File: src/rtl/accel_uart_packetizer.sv
`default_nettype none
// ============================================================================
// Module      : accel_uart_packetizer
// Description : Frames one accelerometer sample (X, Y, Z, 16 bits each) into
//               an 8-byte packet {HEADER, XH, XL, YH, YL, ZH, ZL, CHK} and
//               hands it byte by byte to a UART transmitter through its
//               Tx_EN / Tx_DATA / Tx_BUSY handshake. CHK is the XOR of
//               bytes 0..6.
// Ports       : clk, reset (async, active-low)
//               sample_valid/sample_ready, x_data/y_data/z_data : sample in
//               tx_busy (in), tx_en/tx_data (out)     : transmitter side
//               pkt_done (pulse), overrun/timeout_err (sticky), clear_flags
// Revision    : 1.0 - initial release
// ============================================================================
module accel_uart_packetizer #(
  parameter logic [7:0] HEADER       = 8'hA5,
  parameter int         BUSY_TIMEOUT = 16
) (
  input  logic        clk,
  input  logic        reset,
  input  logic        sample_valid,
  output logic        sample_ready,
  input  logic [15:0] x_data,
  input  logic [15:0] y_data,
  input  logic [15:0] z_data,
  input  logic        tx_busy,
  output logic        tx_en,
  output logic [7:0]  tx_data,
  output logic        pkt_done,
  output logic        overrun,
  output logic        timeout_err,
  input  logic        clear_flags
);

  typedef enum logic [2:0] {
    S_IDLE = 3'd0,
    S_LOAD = 3'd1,
    S_REQ  = 3'd2,
    S_WAIT = 3'd3,
    S_DONE = 3'd4
  } state_t;

  // The REQ counter starts at 0 on entry, so the last allowed REQ cycle is
  // the one where the counter holds BUSY_TIMEOUT-1.
  localparam logic [7:0] TIMEOUT_LAST = 8'(BUSY_TIMEOUT - 1);

  state_t      state;
  logic [47:0] snap;
  logic [2:0]  idx;
  logic [7:0]  chk;
  logic [7:0]  tcnt;
  logic [7:0]  cur_byte;
  logic        timeout_hit;

  assign sample_ready = (state == S_IDLE);

  assign timeout_hit = (state == S_REQ) && !tx_busy && (tcnt == TIMEOUT_LAST);

  // Byte 7 is the running checksum; by the time idx reaches 7 it already
  // holds the XOR of bytes 0..6.
  always_comb begin
    cur_byte = chk;
    case (idx)
      3'd0:    cur_byte = HEADER;
      3'd1:    cur_byte = snap[47:40];
      3'd2:    cur_byte = snap[39:32];
      3'd3:    cur_byte = snap[31:24];
      3'd4:    cur_byte = snap[23:16];
      3'd5:    cur_byte = snap[15:8];
      3'd6:    cur_byte = snap[7:0];
      default: cur_byte = chk;
    endcase
  end

  always_ff @(posedge clk or negedge reset) begin
    if (!reset) begin
      state       <= S_IDLE;
      snap        <= '0;
      idx         <= '0;
      chk         <= '0;
      tcnt        <= '0;
      tx_en       <= 1'b0;
      tx_data     <= 8'h00;
      pkt_done    <= 1'b0;
      overrun     <= 1'b0;
      timeout_err <= 1'b0;
    end else begin
      pkt_done <= 1'b0;
      // Sticky flags: a new event in the same cycle as a clear wins.
      overrun     <= (overrun & ~clear_flags) | (sample_valid & ~sample_ready);
      timeout_err <= (timeout_err & ~clear_flags) | timeout_hit;

      case (state)
        S_IDLE: begin
          if (sample_valid) begin
            snap  <= {x_data, y_data, z_data};
            idx   <= 3'd0;
            chk   <= 8'h00;
            state <= S_LOAD;
          end
        end
        S_LOAD: begin
          tx_data <= cur_byte;
          if (idx != 3'd7) begin
            chk <= chk ^ cur_byte;
          end
          tcnt  <= 8'd0;
          tx_en <= 1'b1;
          state <= S_REQ;
        end
        S_REQ: begin
          if (tx_busy) begin
            // Drop enable once the frame has started so the transmitter
            // winds down to off instead of restarting on stale data.
            tx_en <= 1'b0;
            state <= S_WAIT;
          end else if (timeout_hit) begin
            tx_en <= 1'b0;
            state <= S_IDLE;
          end else begin
            tcnt <= tcnt + 8'd1;
          end
        end
        S_WAIT: begin
          if (!tx_busy) begin
            if (idx == 3'd7) begin
              pkt_done <= 1'b1;
              state    <= S_DONE;
            end else begin
              idx   <= idx + 3'd1;
              state <= S_LOAD;
            end
          end
        end
        S_DONE: begin
          state <= S_IDLE;
        end
        default: begin
          state <= S_IDLE;
        end
      endcase
    end
  end

endmodule
`default_nettype wire

File: config.mk
export PLATFORM = sky130hd
export DESIGN_NAME = accel_uart_packetizer
export DESIGN_NICKNAME = d
export VERILOG_FILES = /design/src/rtl/accel_uart_packetizer.sv
export SDC_FILE = /design/constraint.sdc
export NUM_CORES = 1
export LEC_CHECK = 0
export CORE_ASPECT_RATIO = 1.2
export CORE_MARGIN = 2
export CORE_UTILIZATION = 30
export CTS_CLUSTER_DIAMETER = 150
export DETAILED_ROUTE_END_ITERATION = 8
export HOLD_SLACK_MARGIN = 0.12
export SLEW_MARGIN = 20
export SYNTH_ARGS = -nofsm -noshare
export SYNTH_HDL_FRONTEND = slang
export SYNTH_SLANG_ARGS = --single-unit
export TNS_END_PERCENT = 20
File: constraint.sdc
create_clock -name clk -period 3.05 [get_ports clk]
set_clock_uncertainty 0.15 [all_clocks]
set_input_delay 0.61 -clock clk [delete_from_list [all_inputs] [get_ports clk]]
set_output_delay 0.61 -clock clk [all_outputs]
set_load 0.02 [all_outputs]
* Yosys cells after proc, flatten, opt, wreduce, memory -nomap -nowiden
Cells that the tools add are included.
** Cells by class
- $add $sub $neg :: 2
- Eq/ne operators :: 19
- Multiplexer cells :: 23
- Bitwise operators :: 8
- Reduce and logical (&&, ||, !) cells :: 14
** Operator list (count)
- one-hot mux 8 bit (7 select lines) :: 1
- 2-to-1 mux 8 bit :: 4
- one-hot mux 8 bit (2 select lines) :: 2
- 2-to-1 mux 3 bit :: 8
- == test 3 x 2 -> 1 bit (second input constant) :: 4
- == test 3 bit (second input constant) :: 4
- inequality test 2 bit (second input constant) :: 6
- one-hot mux 3 bit (4 select lines) :: 1
- AND reduction 3 bit :: 3
- adder 8 x 1 -> 8 bit (second input constant) :: 1
- == test 8 x 4 -> 1 bit (second input constant) :: 1
- XOR 8 bit :: 1
- == test 3 x 1 -> 1 bit (second input constant) :: 2
- zero test 3 bit :: 2
- inequality test 3 bit (second input constant) :: 2
- one-hot mux 3 bit (2 select lines) :: 1
- nonzero test 2 bit :: 3
- 2-to-1 mux 1 bit :: 5
- AND reduction 2 bit :: 2
- AND reduction 4 bit :: 1
- adder 3 x 1 -> 3 bit (second input constant) :: 1
- AND 1 bit :: 3
- logical AND 1 bit :: 2
- inverter 1 bit :: 2
- 3 further kinds :: 4
** Word-level totals
- Bits in registers :: 82
- Input port bits :: 53
- Output and inout port bits :: 13
- Logic and storage cells :: 76

* Depth between registers and ports, before layout
Gate-level depths: netlist of the first run.
- Depth after elaboration :: 6
- Depth in mapped cells :: 10
- Gate-level depth less buffers :: 6

* Least setup slack after synthesis of the first run
Ideal clock, no wire load.
- Kind :: register -> register
- Start :: register idx[2]
- End :: register chk[4]
- Setup time :: 0.079 ns
- Data arrival time :: 2.281 ns
- Required time :: 2.821 ns
- Path slack :: 0.540 ns
- Stages on the path, launching flop included :: 10
- Path buffers :: 4
- Cells stage by stage :: dfrtp_1 buf_4 buf_2 inv_1 ha_1 buf_2 or4_4 buf_2 a311oi_1 mux2i_1
** Between the ends
- Word-level cells in the longest chain between the ends :: 5
** Ends and longest elaborated chain
- start, declared :: RTL line 49 : logic [2:0] idx;
- start signal, assigned :: RTL line 130 : idx <= idx + 3'd1;
- == test 3 bit, or another cell as far along :: RTL line 63 : case (idx)
- one-hot mux 8 bit (7 select lines) :: RTL line 63
- XOR 8 bit :: RTL line 105 : chk <= chk ^ cur_byte;
- 2-to-1 mux 8 bit :: RTL line 104 : if (idx != 3'd7) begin
- one-hot mux 8 bit (2 select lines) :: RTL line 93 : case (state)
- end signal, assigned :: RTL line 105
- end, declared :: RTL line 50 : logic [7:0] chk;
Several ways; a longest one is shown, not always the timed one. The select of a mux whose other input is x is not followed.
A chain may end at the register's enable or synchronous reset.

* Final worst setup path of the first run
- Start :: register idx[0]
- End :: register chk[7]
Same word-level chain as after synthesis.

==> impl_metrics.py, run 1 <==
metrics = {
    "finish": {
        "fillerInstances": 1327,
        "number_of_nets_in_the_layout": 548,
        "num_antenna_cells": 0,
        "area_delta_synth_final_pct": 27.63,
        "post_route_cells_drive_above_1_share": 0.08722,
        "layout.cells.non_filler": 661,
    },
    "logic_synthesis": {
        "postSynthNetCount": 493,
        "avgSynthCellArea_um2": 9.296,
        "cell_count_after_synthesis": 433,
        "muxShareOfSynthArea": 0.05284,
        "synth_area_um2": 4025,
        "total_of_flip_flops_plus_latches_after_synthesis": 82,
        "yosys-top-cells-area": "dfrtp_1, nand2_1, mux2_2",
        "post_synth_num_cell_types": 50,
        "combinational_family_with_the_most_area_after_synthesis": "simple AND/OR/NAND/NOR gates",
        "synth_top_area_frac": 0.5098,
        "synth_edf_count": 0,
        "compound_gate_portion_of_the_synthesized_area": 0.1184,
        "ys_seq_area_frac": 0.5098,
        "ys_dominant_reg_cell": "dfrtp_1",
        "netlist_top_cells_count": "nand2_1, dfrtp_1, nor2_1",
        "postSynth.asyncResetShare": 1.000,
        "synth_top_area_cell": "dfrtp_1",
        "ys.warnings.count": 0,
        "post-synth-top-count-cell": "nand2_1",
        "synthSimpleGateAreaFrac": 0.2418,
        "yosys.area_share.xor_xnor": 0.01306,
        "adder_cell_fraction_of_synth_area": 0.02176,
    },
    "grt": {
        "globalRoute.totalOverflow": 0,
        "grt_antenna_before_repair": 0,
        "first_pass_grt_wire_length_mm": 15.62,
        "grt_start_max_net_pins": 83,
        "grt_pass1_vias": 3182,
        "gr-usage-all-layers": 0.1407,
    },
    "drt": {
        "drt_first_iter_violations": 142,
        "drt-vias-per-instance": 4.797,
        "remaining_drc_errors": 0,
        "drtPass1Iterations": 5,
        "route.final.wire_length_mm": 9.387,
        "ant_nets": 0,
        "route.detailed.wl_per_inst_um": 14.20,
        "vias": 3171,
    },
    "sta": {
        "post-route-min-period_ps": 2660,
        "period_share": 0.8722,
        "timing.setup.tns_ps": 0,
        "max_slew.worst_pin.slew_ps": 767.3,
        "slew-limit-headroom": 0.4842,
        "final_hold_viol_count": 0,
        "unrepaired_setup_endpoints_after_global_routing": "no",
        "timing.hold.ws_ps": 150.5,
        "max_clock_freq_ghz": 0.3759,
        "finalSetupViolations": 0,
        "timing_max_transition_violations_final": 0,
    },
    "power": {
        "total_power_mw": 4.915,
        "p_per_area_nw_per_um2": 956.7,
        "power.ir.vdd_worst_uv": 380.8,
        "power.static_leakage_nw": 2.391,
    },
    "worst_hold_path": {
        "hp-class": "primary input to asynchronous set/reset pin",
    },
    "cts": {
        "tritoncts_buffer_count": 9,
        "clockBufferDepth": 2,
        "tritoncts_clock_tree": "built",
        "clock-sinks": 82,
        "clkTransAtPathRegs_ps": 60,
        "clock_tree.htree_level_count": 3,
        "postCtsResizedCells": 0,
        "clock_tree.root_cell": "clkbuf_16",
        "post_cts_buffers": 0,
        "holdBufCountCts": 0,
        "worst_skew_pair.late_latency_ps": 330,
    },
    "flow_run": {
        "drv.max_cap_violation_count": 0,
    },
    "worst_setup_path": {
        "worst_ep_arrival_time_ps": 2770,
        "cp-start-kind": "register",
        "category_of_cells_accounting_for_the_largest_share_of_critical_path_delay": "simple AND/OR/NAND/NOR gates",
        "req_time_crit_path_ps": 3160,
        "worstPathMaxFanout": 21,
        "setup.worst_path.end_class": "register",
        "timing.setup.critical_path_class": "register to register",
        "cpMostUsedCell": "ha_1",
        "slowest_cell_on_crit_path": "or4_4",
        "cpPeakStageDelay_ps": 700,
        "path_buf_inv": 0,
        "crit_chain": "ha_1 > ha_1 > or4_4 > a21boi_1 > a31oi_1 > mux2i_1",
    },
    "place": {
        "post-place-cells": 645,
        "post-dp-hpwl_mm": 6.518,
        "port_buffers": 65,
        "gpl.final_weighted_congestion": 0.8365,
    },
    "die": {
        "rows": 46,
        "initial_utilization": 0.3054,
        "num_io_pins": 66,
        "die_height_um": 130.9,
        "die_area_um2": 14360,
        "core-area_um2": 13180,
        "die_width_um": 109.7,
    },
    "outcome": {
        "outcome": "completed",
    },
}
==> cell usage in the layout, fill, tap and decap left out, types with 4 or more instances in the layout <==
master / instances
a21o_1: 7
a21oi_1: 7
a222oi_1: 6
a311oi_1: 8
a31oi_1: 4
and2_1: 4
buf_4: 4
clkbuf_16: 9
clkdlybuf4s50_1: 64
dfrtp_1: 82
ha_1: 7
inv_1: 11
mux2_2: 10
mux2i_1: 10
nand2_1: 169
nor2_1: 14
o21ai_1: 6
o22ai_1: 10
or2_1: 8
xnor2_1: 6
==> routing by layer <==
metal / GRT usage / vias to the layer above / wire length, um
li1: - / 1571 / -
met1: 0.1886 / 1495 / 4301
met2: 0.2280 / 91 / 4478
met3: 0.02034 / 14 / 403
met4: 0.05733 / 0 / 204
met5: 0 / - / 0
==> path summary, 6_finish.rpt <==
kind	start	end	cells after the start	slack (ps)
setup / recovery	idx[0]	chk[7]	6	390
hold / removal	reset	overrun	1	150
setup reg to reg	idx[0]	chk[7]	6	390
hold reg to reg	snap[15]	snap[15]	2	320
max in group asynchronous	reset	snap[36]	1	2050
min in group clk	snap[15]	snap[15]	2	320
==> layout make-up <==
type / count / area (um2) / area share
Clock buffer: 10 / 239.0 / 0.04652
Clock inverter: 6 / 90.09 / 0.01754
Inverter: 11 / 41.29 / 0.008037
Multi-Input combinational cell: 314 / 1803 / 0.3509
Sequential cell: 82 / 2052 / 0.3994
Tap cell: 168 / 210.2 / 0.04092
Timing Repair Buffer: 70 / 701.9 / 0.1366
==> state kept, by name (all words and copies together) (netlist names) <==
register / count
snap: 48
chk: 8
tcnt: 8
tx_data: 8
idx: 3
state: 3
overrun: 1
pkt_done: 1
timeout_err: 1
tx_en: 1
==> metrics by stage <==
step	setup slack (ps)	utilization	area, um2
floorplan	539.9	-	4025
global placement	444.3	0.3645	4805
detailed placement	380.3	0.3645	4805
CTS	427.8	0.3895	5134
global route	292.5	0.3898	5137
finish	389.9	0.3898	5137
==> report_power, final <==
group          switching (mW)  internal (mW)
Clock                   0.442          0.741
Combinational            1.05          0.822
Sequential              0.321           1.54
Total                    1.82           3.10
==> cell families (layout without fill, tap and decap cells) <==
kind of cell	after synthesis	in the layout
simple gates	217	217
buf+inv	37	97
mux	20	20
fa+ha+maj	7	7
compound gates	64	64
xor+xnor	6	6
flops	82	82
No activity file was read; power rests on OpenSTA's default activity.
==> inputs of run 2 (changes only) <==
Settings changed: ABC_CLOCK_PERIOD_IN_PS set to 3050.
==> results of run 2 <==
Same layout as run 1: the final DEF is identical, and so are final timing and power.
==> inputs of run 3 (changes only) <==
Settings changed: REMOVE_ABC_BUFFERS set to 1.
==> impl_metrics.py, run 3 (synthesis gave the netlist of run 1 again) <==
metrics = {
    "outcome": {
        "outcome": "completed",
    },
    "power": {
        "power.static_leakage_nw": 2.404,
        "internal-power_mw": 3.161,
        "switching_power_mw": 1.764,
        "p_seq_frac": 0.374,
        "power.ir.vdd_worst_uv": 439.3,
        "pwr-share-clk": 0.247,
        "share_comb_of_total_power": 0.380,
        "p_per_area_nw_per_um2": 952.7,
        "power.share.switching": 0.3582,
    },
    "grt": {
        "grt_start_max_net_pins": 64,
        "grt_antenna_before_repair": 0,
        "first_pass_grt_wire_length_mm": 15.36,
        "globalRoute.totalOverflow": 0,
        "grt_pass1_vias": 3292,
        "gr-usage-all-layers": 0.1381,
    },
    "drt": {
        "drtPass1Iterations": 4,
        "remaining_drc_errors": 0,
        "dr_wl_met2_mm": 4.639,
        "highest_layer": "met4",
        "drt_first_iter_violations": 133,
        "routed-wl-met3_um": 344,
        "route.final.wire_length_mm": 9.306,
        "vias": 3203,
        "drt-met1-wl_mm": 4.211,
        "ant_nets": 0,
        "route.detailed.wl_per_inst_um": 14.04,
        "drt-vias-per-instance": 4.831,
    },
    "place": {
        "gpl.final_weighted_congestion": 0.7743,
        "post-place-ws_ps": 374.0,
        "post-dp-hpwl_mm": 6.335,
        "post-place-cells": 646,
        "port_buffers": 65,
    },
    "sta": {
        "timing.hold.ws_ps": 320.6,
        "slew-limit-headroom": 0.4649,
        "setup_ws_ps": 362.3,
        "max_clock_freq_ghz": 0.3721,
        "max_slew.worst_pin.slew_ps": 796.0,
        "timing.setup.tns_ps": 0,
        "post-route-min-period_ps": 2688,
        "period_share": 0.8812,
        "timing_max_transition_violations_final": 0,
        "unrepaired_setup_endpoints_after_global_routing": "no",
        "final_hold_viol_count": 0,
        "finalSetupViolations": 0,
    },
    "cts": {
        "clock-sinks": 82,
        "tritoncts_buffer_count": 9,
        "clock_tree.htree_level_count": 3,
        "postCtsResizedCells": 0,
        "clockBufferDepth": 2,
        "clock_tree.root_cell": "clkbuf_16",
        "clkTransAtPathRegs_ps": 60,
        "worst_skew_pair.late_latency_ps": 330,
        "tritoncts_clock_tree": "built",
    },
    "die": {
        "die_area_um2": 14360,
        "rows": 46,
        "die_height_um": 130.9,
        "die_width_um": 109.7,
        "initial_utilization": 0.3054,
        "num_io_pins": 66,
        "core-area_um2": 13180,
    },
    "finish": {
        "number_of_nets_in_the_layout": 550,
        "area_delta_synth_final_pct": 28.44,
        "num_antenna_cells": 0,
        "registers.top_by_ff_count": "snap",
        "multiInputGateArea_um2": 1803,
        "layout.cells.non_filler": 663,
        "largest_register_ffs": 48,
        "most_used_cells_in_the_layout_excluding_fill_and_tap_cells": "nand2_1, dfrtp_1, clkdlybuf4s50_1",
        "final_common_cell": "nand2_1",
        "post_route_cells_drive_above_1_share": 0.08485,
        "fillerInstances": 1301,
        "seq_area_um2": 2052,
    },
    "worst_setup_path": {
        "worstPathMaxFanout": 21,
        "slowest_cell_on_crit_path": "or4_4",
        "timing.setup.critical_path_class": "register to register",
        "worst_setup_path_startpoint": "idx[0]",
        "crit_chain": "ha_1 > ha_1 > or4_4 > a21boi_1 > a31oi_1 > mux2i_1",
        "setup.worst_path.end_class": "register",
        "cp-start-kind": "register",
        "cpPeakStageDelay_ps": 700,
        "cpMostUsedCell": "ha_1",
        "r2r-start": "idx[0]",
        "worst_ep_arrival_time_ps": 2790,
        "req_time_crit_path_ps": 3150,
    },
    "flow_run": {
        "drv.max_cap_violation_count": 0,
    },
    "worst_hold_path": {
        "hold_start": "snap[42]",
        "hp-class": "register to register",
    },
}
==> run 3: cell types whose count changed in the layout (fill, tap and decap cells not counted) <==
| cell | previous run | this run |
|---|---|---|
| clkbuf_1 | 0 | 2 |
| clkinv_4 | 2 | 0 |
| buf_12 | 1 | 2 |
| buf_4 | 4 | 5 |
| buf_6 | 1 | 0 |
| bufinv_16 | 2 | 3 |
| clkbuf_8 | 1 | 0 |
| dlygate4sd3_1 | 0 | 1 |
==> run 3: layout make-up <==
type,instances,area share
repair buffers,72,0.1409
multi-input cells,314,0.3487
clock inverters,5,0.01985
inverters,11,0.007986
well taps,168,0.04066
clock buffers,11,0.04501
flip-flops and latches,82,0.3969
==> run 3: final timing paths <==
kind,endpoint,slack (ps),depth (start not counted)
worst max-delay path,chk[7],360,6
worst min-delay path,snap[42],320,2
worst max register to register,chk[7],360,6
worst min register to register,snap[42],320,2
max in group asynchronous,snap[1],1490,3
min in group asynchronous,snap[37],650,2
==> run 3: critical path, delay by kind of cell, from the launching register on <==
| family | cells | cell delay (ps) |
|---|---|---|
| simple gates | 1 | 700 |
| fa+ha+maj | 2 | 580 |
| compound gates | 2 | 520 |
| flops | 1 | 420 |
| mux | 1 | 230 |
==> run 3: power by group through the flow <==
stage	Combinational, mW	Sequential (mW)	Clock (mW)
final	1.87	1.84	1.22
after CTS	1.89	1.84	1.25
after global placement	1.83	1.84	0
after detailed placement	1.88	1.86	0
after global routing	2.09	1.91	1.31
after floorplan	1.23	1.85	0
==> run 3: per-layer routing <==
metal | vias to the layer above | GRT usage
met5 | - | 0
met4 | 0 | 0.04840
met3 | 11 | 0.03026
met2 | 67 | 0.2382
met1 | 1547 | 0.1698
li1 | 1578 | -
==> run 3: what timing repair did <==
| item | CTS | global route |
|---|---|---|
| hold buffers | 1 | 0 |
| setup buffers | 0 | 0 |
| hold endpoints to repair | 36 | 0 |
==> run 3: per-stage QoR <==
| stage | total power, mW | utilization | instance area, um2 |
|---|---|---|---|
| floorplan | 3.081 | - | 3896 |
| global placement | 3.669 | 0.3661 | 4825 |
| detailed placement | 3.739 | 0.3661 | 4825 |
| CTS | 4.982 | 0.3923 | 5170 |
| global route | 5.301 | 0.3923 | 5170 |
| finish | 4.925 | 0.3923 | 5170 |
